==> src/rtl/counter_access_arbiter_if.sv <==
// rtl/counter_access_arbiter_if.sv - requester and counter-control signal bundle for counter_access_arbiter
interface counter_access_arbiter_if #(
   parameter int WIDTH   = 8,
   parameter int NUM_REQ = 4
);
   logic [NUM_REQ-1:0] req;
   logic [NUM_REQ-1:0] dir;
   logic [WIDTH-1:0]   ctr_count;
   logic               ctr_up;
   logic               ctr_down;
   logic [NUM_REQ-1:0] ack;
   logic               err;
   logic [WIDTH-1:0]   rsp_count;
   logic               busy;

   modport slave (
      input  req, dir, ctr_count,
      output ctr_up, ctr_down, ack, err, rsp_count, busy
   );

   modport master (
      output req, dir, ctr_count,
      input  ctr_up, ctr_down, ack, err, rsp_count, busy
   );
endinterface

==> src/rtl/counter_access_arbiter.sv <==
// rtl/counter_access_arbiter.sv - round-robin arbiter sharing one up/down counter among requesters
module counter_access_arbiter #(
   parameter int WIDTH   = 8,
   parameter int NUM_REQ = 4
) (
   input logic                     clk,
   input logic                     rst_n,
   counter_access_arbiter_if.slave bus
);
   localparam int IDX_W = (NUM_REQ > 1) ? $clog2(NUM_REQ) : 1;

   typedef enum logic [1:0] {IDLE, ISSUE, CAPTURE, RESPOND} state_t;

   state_t             state_q;
   logic [IDX_W-1:0]   ptr_q;
   logic [IDX_W-1:0]   win_q;
   logic               sat_q;
   logic               ctr_up_q;
   logic               ctr_down_q;
   logic [NUM_REQ-1:0] ack_q;
   logic               err_q;
   logic [WIDTH-1:0]   rsp_count_q;
   logic               busy_q;

   logic [IDX_W-1:0]   win_d;
   logic               found_d;
   logic               sat_d;
   logic [IDX_W:0]     cand;

   // First requester at or above the pointer, wrapping modulo NUM_REQ.
   always_comb begin
      found_d = 1'b0;
      win_d   = '0;
      cand    = '0;
      for (int i = 0; i < NUM_REQ; i++) begin
         cand = {1'b0, ptr_q} + (IDX_W+1)'(i);
         if (cand >= (IDX_W+1)'(NUM_REQ)) begin
            cand = cand - (IDX_W+1)'(NUM_REQ);
         end
         if (!found_d && bus.req[cand[IDX_W-1:0]]) begin
            found_d = 1'b1;
            win_d   = cand[IDX_W-1:0];
         end
      end
   end

   // Saturation uses the live count, so the counter's init value never matters here.
   assign sat_d = bus.dir[win_d] ? (bus.ctr_count == {WIDTH{1'b1}})
                                 : (bus.ctr_count == {WIDTH{1'b0}});

   always_ff @(posedge clk or negedge rst_n) begin
      if (!rst_n) begin
         state_q     <= IDLE;
         ptr_q       <= '0;
         win_q       <= '0;
         sat_q       <= 1'b0;
         ctr_up_q    <= 1'b0;
         ctr_down_q  <= 1'b0;
         ack_q       <= '0;
         err_q       <= 1'b0;
         rsp_count_q <= '0;
         busy_q      <= 1'b0;
      end else begin
         case (state_q)
            IDLE: begin
               if (found_d) begin
                  win_q      <= win_d;
                  sat_q      <= sat_d;
                  ctr_up_q   <= !sat_d && bus.dir[win_d];
                  ctr_down_q <= !sat_d && !bus.dir[win_d];
                  busy_q     <= 1'b1;
                  state_q    <= ISSUE;
               end
            end
            ISSUE: begin
               ctr_up_q   <= 1'b0;
               ctr_down_q <= 1'b0;
               state_q    <= CAPTURE;
            end
            CAPTURE: begin
               rsp_count_q <= bus.ctr_count;
               ack_q       <= {{(NUM_REQ-1){1'b0}}, 1'b1} << win_q;
               err_q       <= sat_q;
               state_q     <= RESPOND;
            end
            RESPOND: begin
               ack_q   <= '0;
               err_q   <= 1'b0;
               busy_q  <= 1'b0;
               ptr_q   <= (win_q == IDX_W'(NUM_REQ-1)) ? '0 : win_q + IDX_W'(1);
               state_q <= IDLE;
            end
            default: state_q <= IDLE;
         endcase
      end
   end

   assign bus.ctr_up    = ctr_up_q;
   assign bus.ctr_down  = ctr_down_q;
   assign bus.ack       = ack_q;
   assign bus.err       = err_q;
   assign bus.rsp_count = rsp_count_q;
   assign bus.busy      = busy_q;
endmodule

==> src/flat_wrapper.sv <==
// flat-port wrapper written by rule: the top's interface ports become plain ports
module counter_access_arbiter_flat 
#(
   parameter int WIDTH   = 8,
   parameter int NUM_REQ = 4
)
  (clk, rst_n, bus_req, bus_dir, bus_ctr_count, bus_ctr_up, bus_ctr_down, bus_ack, bus_err, bus_rsp_count, bus_busy);
  counter_access_arbiter_if #(.WIDTH(WIDTH), .NUM_REQ(NUM_REQ)) bus_i ();
  input logic clk;
  input logic rst_n;
  input wire logic [$bits(bus_i.req)-1:0] bus_req;
  input wire logic [$bits(bus_i.dir)-1:0] bus_dir;
  input wire logic [$bits(bus_i.ctr_count)-1:0] bus_ctr_count;
  output wire logic [$bits(bus_i.ctr_up)-1:0] bus_ctr_up;
  output wire logic [$bits(bus_i.ctr_down)-1:0] bus_ctr_down;
  output wire logic [$bits(bus_i.ack)-1:0] bus_ack;
  output wire logic [$bits(bus_i.err)-1:0] bus_err;
  output wire logic [$bits(bus_i.rsp_count)-1:0] bus_rsp_count;
  output wire logic [$bits(bus_i.busy)-1:0] bus_busy;
  assign bus_i.req = bus_req;
  assign bus_i.dir = bus_dir;
  assign bus_i.ctr_count = bus_ctr_count;
  assign bus_ctr_up = bus_i.ctr_up;
  assign bus_ctr_down = bus_i.ctr_down;
  assign bus_ack = bus_i.ack;
  assign bus_err = bus_i.err;
  assign bus_rsp_count = bus_i.rsp_count;
  assign bus_busy = bus_i.busy;
  counter_access_arbiter #(.WIDTH(WIDTH), .NUM_REQ(NUM_REQ)) u_core (.clk(clk), .rst_n(rst_n), .bus(bus_i));
endmodule
==> config.mk <==
export PLATFORM = sky130hd
export DESIGN_NAME = counter_access_arbiter_flat
export DESIGN_NICKNAME = d
export VERILOG_FILES = /design/src/rtl/counter_access_arbiter_if.sv /design/src/rtl/counter_access_arbiter.sv /design/src/flat_wrapper.sv
export SDC_FILE = /design/constraint.sdc
export NUM_CORES = 1
export LEC_CHECK = 0
export BUFFER_PORTS_ARGS = -buffer_cell sky130_fd_sc_hd__buf_4
export CAP_MARGIN = 20
export CORE_ASPECT_RATIO = 0.9
export CORE_MARGIN = 2
export CORE_UTILIZATION = 45
export CTS_CLUSTER_SIZE = 40
export DETAILED_ROUTE_END_ITERATION = 8
export GPL_ROUTABILITY_DRIVEN = 0
export GPL_TIMING_DRIVEN = 0
export PLACE_DENSITY = 0.74
export SYNTH_ARGS = -nofsm -noshare
export SYNTH_HDL_FRONTEND = slang
export SYNTH_SLANG_ARGS = --single-unit
==> constraint.sdc <==
create_clock -name clk -period 1.75 [get_ports clk]
set_input_delay 0.175 -clock clk [delete_from_list [all_inputs] [get_ports clk]]
set_output_delay 0.175 -clock clk [all_outputs]
set_load 0.02 [all_outputs]
# == Word-level counts from Yosys, hierarchy flattened ==
# Index checks and enable logic that the tools add are counted.
# totals
ff_bits,23
input_bits,18
elab_cells,86
# op_classes
n_addsub,8
magnitude_cmp,9
n_eq_ne,6
shift,1
mux,34
n_reduce_logical,18
# op_table
op,count
$mux 2,10
$lt 2x3->1 const B,5
$mux 1,13
$bmux 1 s2,5
$ge 3x3->1 const B,3
$eq 8x8->1 const B,1
$logic_not 8->1,1
$pmux 1 s2,4
$pmux 2 s4,1
$pmux 4 s2,1
$sub 2x1->2 const B,4
$add 2x2->3 const B,2
$eq 2x2->1 const B,3
$reduce_and 2->1,3
$reduce_bool 2->1,3
$logic_and 1x1->1,5
$logic_not 1->1,5
$shl 1x2->4 const A,1
$add 2x1->3 const B,1
$ge 2x3->1 const B,1
$add 2x1->2 const B,1
$eq 2x1->1 const B,1
$logic_not 2->1,1
$ne 2x1->1 const B,1

# == Logic depth before layout (Yosys ltp) ==
# Gate-level depths: netlist (run 1).
# depth
word_depth,21
ltp_mapped,6
ltp_nobuf,6

# == Worst setup path before layout (run 1) ==
# OpenSTA, ideal clock, no wires.
# synth_timing
path_type,reg2reg
start,register u_core.ptr_q[1]
end,register u_core.sat_q
arrival_time_ps,1704
required_ps,1630
slack_ps,-74
stages_incl_launch_ff,7
path_buffers,0
path_cell_list,dfrtp_1 > mux2i_1 > o22ai_2 > nor2_1 > mux4_2 > a211o_1 > o211a_1
# synth_between
elab_chain_len,17
# synth_rtl
element,line,rtl
from (decl),counter_access_arbiter.sv:15,logic [IDX_W-1:0] ptr_q;
from (signal assigned),counter_access_arbiter.sv:90,ptr_q <= (win_q == IDX_W'(NUM_REQ-1)) ? '0 : win_q + IDX_W'(1);
branches (longest 17 deep; another with $add 2x1->3),-,
to (signal assigned),counter_access_arbiter.sv:68,sat_q <= sat_d;
to (decl),counter_access_arbiter.sv:17,logic sat_q;
# Several ways; the timed one is not identified. The select of a mux whose other input is x is not followed.
# A chain may end at the register's enable or synchronous reset.

# == Worst setup path in the final report (run 1) ==
# Ends and elaborated chain as after synthesis.

==> run metrics, run 1 <==
Routed Wire Length=2.48 mm; # DRC=0; FP Rows=17; Pwr Density=1740 nW/um^2; initial antenna violation count=0; Final WS setup=-0.150 ns; vias in the first global route=912; Post-Layout Inst Area=1490 um^2; Post-DRT Antenna Nets=0; critical path data arrival time=2.12 ns; Port Buffer Count=33; RSZ-0062 raised after global routing=true; actual slew at the worst max-slew pin=0.574 ns; Lkg Pwr=0.726 nW; Mapped Area=1140 um^2; worst-path fanout max=4; largest cells by area after synthesis=dfrtp_1 50%, ha_1 9.8%, mux2_2 8.9%; Clk Latency, worst-skew pair=0.32 ns; category of the most critical setup path=reg -> reg; Hold WC Path Type=in -> reg; commonest non-fill, non-tap cell in the layout=buf_4; CTS Root Cell=clkbuf_4; Most used DFF post-synth=dfrtp_1; Chip Width=57.2 um; largest net degree at the start of global routing=24; die area=2960 um^2; Cell Area, Placed=1430 um^2; pre-CTS setup slack=-0.203 ns; Synth Register Bits=23; post-DP HPWL=1.92 mm; initial core utilization=47.2%; CTS H-tree lvls=1; first-pass GRT wire length=4.14 mm; outcome=complete, but fails checks; final critical-path share of the clock period=109%; CTS Buffer Depth=2; vias post-DR=931; fin nets=169; total grt overflow=0; post-synthesis sequential area ratio=50.3%; CP Launch Type=flip-flop; Vert. Die Dim=51.9 um; Req. time, crit path=1.97 ns; GRT Overall Usage=18.9%; failing checks=setup timing; CP Capture Type=flip-flop; CTS tree=done; vias per inst=5.51; VDD IR-drop max=1.02 mV; final hold violation count=0; CTS buffer count=3; syn avg cell area=11.3 um^2; Mapped Cells=101; post-synth top area cell=dfrtp_1; final slew viol count=0; I/O Pins=34; maxcap violations=0; CTS sink cnt=23; # diodes=0; most frequent cells in the layout=35 x buf_4, 23 x dfrtp_1, 9 x mux2_2, 9 x ha_1; fmax=526 MHz; top cell type's share of synthesized area=50.3%; asr flop ratio synth=100%; Synth Net Count=128; Avg WL per Cell=14.7 um; Post-synth EDFFs=0; synth unique cells=25; Core Area=2420 um^2; YS warnings=0; detailed-router iteration count before antenna repair=4; synth-to-layout area growth=29.7%; crit path time final=1.90 ns; Rel. slew slack=61.3%; Clock transition at path regs=0.13 ns; Final Skew=0.00450 ns; final setup violation count=2; initial drt markers=13; layout cells sized above 1=37.6%
==> state kept, by name (all words and copies together) (netlist names) <==
name,count
u_core.bus.busy,1
u_core.state_q,2
u_core.bus.rsp_count,8
u_core.sat_q,1
u_core.bus.err,1
u_core.ptr_q,2
u_core.win_q,2
u_core.bus.ack,4
u_core.bus.ctr_up,1
u_core.bus.ctr_down,1
==> cells by family after synthesis <==
family	Yosys count	share of synthesized area, %
and+or+nand+nor	25	10.3
DFF	23	50.3
AOI/OAI and AO/OA	20	10.9
muxes	16	16.1
adders and majority gates	9	9.84
buffers and inverters	8	2.62
==> worst paths after layout <==
path	endpoint	cells after the start	slack [ns]	start
worst max-delay path	u_core.sat_q	6	-0.15	u_core.ptr_q[1]
worst min-delay path	u_core.bus.rsp_count[1]	2	0.10	bus_ctr_count[1]
worst max register to register	u_core.sat_q	6	-0.15	u_core.ptr_q[1]
worst min register to register	u_core.bus.ctr_up	2	0.50	u_core.bus.ctr_up
max in group asynchronous	u_core.state_q[1]	2	1.26	rst_n
min in group asynchronous	u_core.bus.rsp_count[5]	2	0.27	rst_n
==> worst max-delay path: stages, from the launching register on <==
cell     delay [ns]
dfrtp_1        0.43
mux2i_1        0.23
o22ai_2        0.11
nor2_2         0.11
mux4_2         0.53
a211o_1        0.26
o211a_1        0.14
==> routing by layer <==
| metal | track usage [%] | vias to the layer above | routed length, um | share of wire (%) |
|---|---|---|---|---|
| li1 | - | 437 | - | - |
| met1 | 23.0 | 446 | 1030 | 41 |
| met2 | 30.1 | 39 | 1190 | 48 |
| met3 | 4.48 | 9 | 190 | 7.7 |
| met4 | 12.4 | 0 | 74 | 3.0 |
| met5 | 0 | - | 0 | 0 |
==> power by group <==
| group | switching, mW | internal [mW] | total, mW |
|---|---|---|---|
| Clock | 0.164 | 0.0856 | 0.250 |
| Sequential | 0.162 | 0.784 | 0.946 |
| Combinational | 0.730 | 0.662 | 1.39 |
| Total | 1.06 | 1.53 | 2.59 |
==> Yosys cell counts, types with 2 or more instances <==
library cell,n
inv_1,6
nand4_1,2
nor2_1,7
a21oi_1,4
nor4_1,3
mux2i_1,6
nand2_1,8
mux2_2,9
o21ai_0,9
dfrtp_1,23
nand2b_1,2
ha_1,9
==> metrics by stage <==
stage / power, mW / util [%] / setup TNS, ns / instances / hold slack [ns]
2_1_floorplan: 1.81 / - / -0.0590 / 101 / -0.121
3_3_place_gp: 2.25 / 58.9 / -0.690 / 162 / 0.0808
3_5_place_dp: 2.31 / 58.9 / -0.831 / 162 / 0.0857
4_1_cts: 2.61 / 61.2 / -0.239 / 169 / 0.0902
5_1_grt: 2.80 / 61.2 / -0.689 / 169 / 0.0758
6_report: 2.59 / 61.2 / -0.243 / 169 / 0.100
==> timing repair <==
action / CTS / global route
pin swaps: 1 / 1
setup endpoints to repair: 12 / 3
resized for setup: 3 / 1
hold endpoints to repair: 23 / 0
setup buffers: 2 / 0
hold buffers: 1 / 0
==> final cells by class <==
type,instances,area (um^2)
clock inverter,1,5.00
fill,225,940
sequential,23,576
inverter,6,22.5
clock buffer,3,22.5
tap,28,35.0
multi-input combinational,70,543
buffer,2,8.76
timing repair buffer,36,273
Power figures use the tool's default switching activity.
==> run 2: changes to the inputs <==
--- a/config.mk
+++ b/config.mk
@@ -5,11 +5,12 @@
 export SDC_FILE = /design/constraint.sdc
 export NUM_CORES = 1
 export LEC_CHECK = 0
+export ABC_AREA = 1
 export BUFFER_PORTS_ARGS = -buffer_cell sky130_fd_sc_hd__buf_4
 export CAP_MARGIN = 20
 export CORE_ASPECT_RATIO = 0.9
 export CORE_MARGIN = 2
-export CORE_UTILIZATION = 45
+export CORE_UTILIZATION = 47
 export CTS_CLUSTER_SIZE = 40
 export DETAILED_ROUTE_END_ITERATION = 8
 export GPL_ROUTABILITY_DRIVEN = 0
==> run 2 against run 1 <==
- the run still ends with setup timing left
- fmax up 0.37%
- largest cell class is now multi-input combinational cells
- first-iteration DRC count rose to 4.7 times the previous value
- register-to-register slack about the same
- area after synthesis up 21%
- die area up 15%
==> run metrics, run 2 <==
FP Rows=18; Mapped Area=1380 um^2; Vert. Die Dim=55.5 um; syn avg cell area=8.05 um^2; I/O Pins=34; initial drt markers=61; Clk Latency, worst-skew pair=0.32 ns; Lkg Pwr=1.04 nW; first-pass GRT wire length=5.37 mm; most frequent cells in the layout=46 x buf_4, 28 x nand2_1, 23 x inv_1, 23 x dfrtp_1, 14 x nand2_2; vias post-DR=1365; asr flop ratio synth=100%; WHS=0.0982 ns; vias per inst=5.19; synth cell count leaders=50 x nand2_1, 25 x inv_1, 23 x dfrtp_1; post-synth top area cell=dfrtp_1; category of the most critical setup path=reg -> reg; CP Launch Type=flip-flop; RSZ-0062 raised after global routing=true; # diodes=0; top cell type's share of synthesized area=41.6%; detailed-router iteration count before antenna repair=4; largest net degree at the start of global routing=24; post-synthesis sequential area ratio=41.6%; Final Util=73.4%; largest cells by area after synthesis=dfrtp_1 42%, nand2_1 14%, ha_1 8.1%; CTS buffer count=3; critical path data arrival time=2.12 ns; Avg WL per Cell=14.4 um; synth unique cells=20; CP delay by family, top=simple AND/OR/NAND/NOR gates; final critical-path share of the clock period=108%; Crit-path slowest cell=dfrtp_1; Power, Total=4.33 mW; Final Skew=0.00424 ns; worst-path fanout max=6; synth-to-layout area growth=47.0%; top-count cell post-synth=nand2_1; max FFs per register=8; Hold WC Path Type=in -> reg; Clock transition at path regs=0.13 ns; Post-synth EDFFs=0; max incr delay on CP=0.39 ns; CTS tree=done; # DRC=0; worst reg-to-reg setup slack=-0.14 ns; Buf/Inv on CP=3; Core Area=2770 um^2; TNS Setup=-0.693 ns; vias in the first global route=1205; Routed Wire Length=3.79 mm; GRT Overall Usage=20.6%; Final WS setup=-0.143 ns; critical path's most frequent cell=nand2_2; initial core utilization=50.0%; final hold violation count=0; Pwr Density=2130 nW/um^2; crit path time final=1.89 ns; Chip Width=61.2 um; maxcap violations=0; final setup violation count=6; fin nets=251; CP cell instances=buf_6, clkinv_8, buf_8, nand2_1, nand2_1, nand2_1, nand2_1, nand2_2, nand2_2, nand2_2, nand3_4, nand2_2, nand3_2, nand2_2, nand2_2, nand3_2, nand2_1; fmax=528 MHz; commonest non-fill, non-tap cell in the layout=buf_4; Mapped Cells=172; CP Capture Type=flip-flop; Req. time, crit path=1.97 ns; actual slew at the worst max-slew pin=0.325 ns; CTS Root Cell=clkbuf_4; VDD IR-drop max=1.14 mV; Most used DFF post-synth=dfrtp_1; outcome=complete, but fails checks; CTS Buffer Depth=2; layout cells sized above 1=47.1%; fillers=188; failing checks=setup timing; Synth Register Bits=23; Synth Net Count=199; Port Buffer Count=33; Post-DRT Antenna Nets=0; final slew viol count=0; total grt overflow=0; pre-CTS setup slack=-0.132 ns; YS warnings=0; CTS sink cnt=23; Rel. slew slack=78.1%; post-DP HPWL=2.22 mm; die area=3390 um^2; CTS H-tree lvls=1; initial antenna violation count=0
## run 2: cell types whose count changed after synthesis, moves of 2 or more
| cell | change |
|---|---|
| nand4_1 | +3 |
| inv_1 | +19 |
| nand3_1 | +15 |
| nand2_1 | +42 |
| a21oi_1 | -4 |
| nand2_2 | +3 |
| nand2b_1 | -2 |
| mux2i_1 | -6 |
| o21ai_0 | +6 |
| nor2_1 | -4 |
| nand3_2 | +3 |
## run 2: per-stage QoR
step	std cells	instance area, um^2
6_report	263	2030
5_1_grt	263	2030
4_1_cts	257	1890
3_5_place_dp	245	1680
3_3_place_gp	245	1680
2_1_floorplan	172	1380
## run 2: repair_timing
action	4_1_cts	5_1_grt
endpoints found under the setup margin	9	12
resized for setup	37	23
hold buffers	1	0
gates cloned	1	0
pin swaps	8	15
buffers inserted	6	8
endpoints found under the hold margin	23	0
## run 2: cell type report
class / instances / area, um^2 / share of cell area (%)
Buffer: 2 / 18.8 / 0.923
Clock buffer: 3 / 22.5 / 1.11
Clock inverter: 1 / 5.00 / 0.246
Inverter: 27 / 114 / 5.60
Multi-Input combinational cell: 119 / 878 / 43.2
Sequential cell: 23 / 576 / 28.3
Tap cell: 40 / 50.0 / 2.46
Timing Repair Buffer: 48 / 370 / 18.2
## run 2: path summary, 6_finish.rpt
kind / start / end / depth (start not counted)
worst max-delay path: u_core.ptr_q[0] / u_core.sat_q / 17
worst min register to register: u_core.sat_q / u_core.sat_q / 2
worst max register to register: u_core.ptr_q[0] / u_core.sat_q / 17
worst min-delay path: bus_ctr_count[3] / u_core.bus.rsp_count[3] / 2
max in group asynchronous: rst_n / u_core.bus.rsp_count[4] / 2
min in group asynchronous: rst_n / u_core.ptr_q[0] / 2
## run 2: routing by layer
metal	GRT usage [%]	routed length, um	vias to the layer above
li1	-	-	663
met1	28.3	1620	645
met2	32.7	1930	51
met3	5.15	208	6
met4	4.04	40	0
met5	0	0	-
## run 2: logic make-up after synthesis
family                   share of synthesized area, %
multiplexers                                     6.51
adder cells (fa/ha/maj)                          8.14
buffers and inverters                            9.04
AND/OR/NAND/NOR                                  28.1
flip-flops                                       41.6
AO/OA/AOI/OAI                                    6.60
## run 2: where the power goes
part	leakage [nW]	total, mW	switching, mW	internal [mW]
clock	0.0177	0.252	0.166	0.0856
sequential	0.286	0.940	0.155	0.785
combinational	0.739	3.14	1.83	1.31
total	1.04	4.33	2.15	2.18
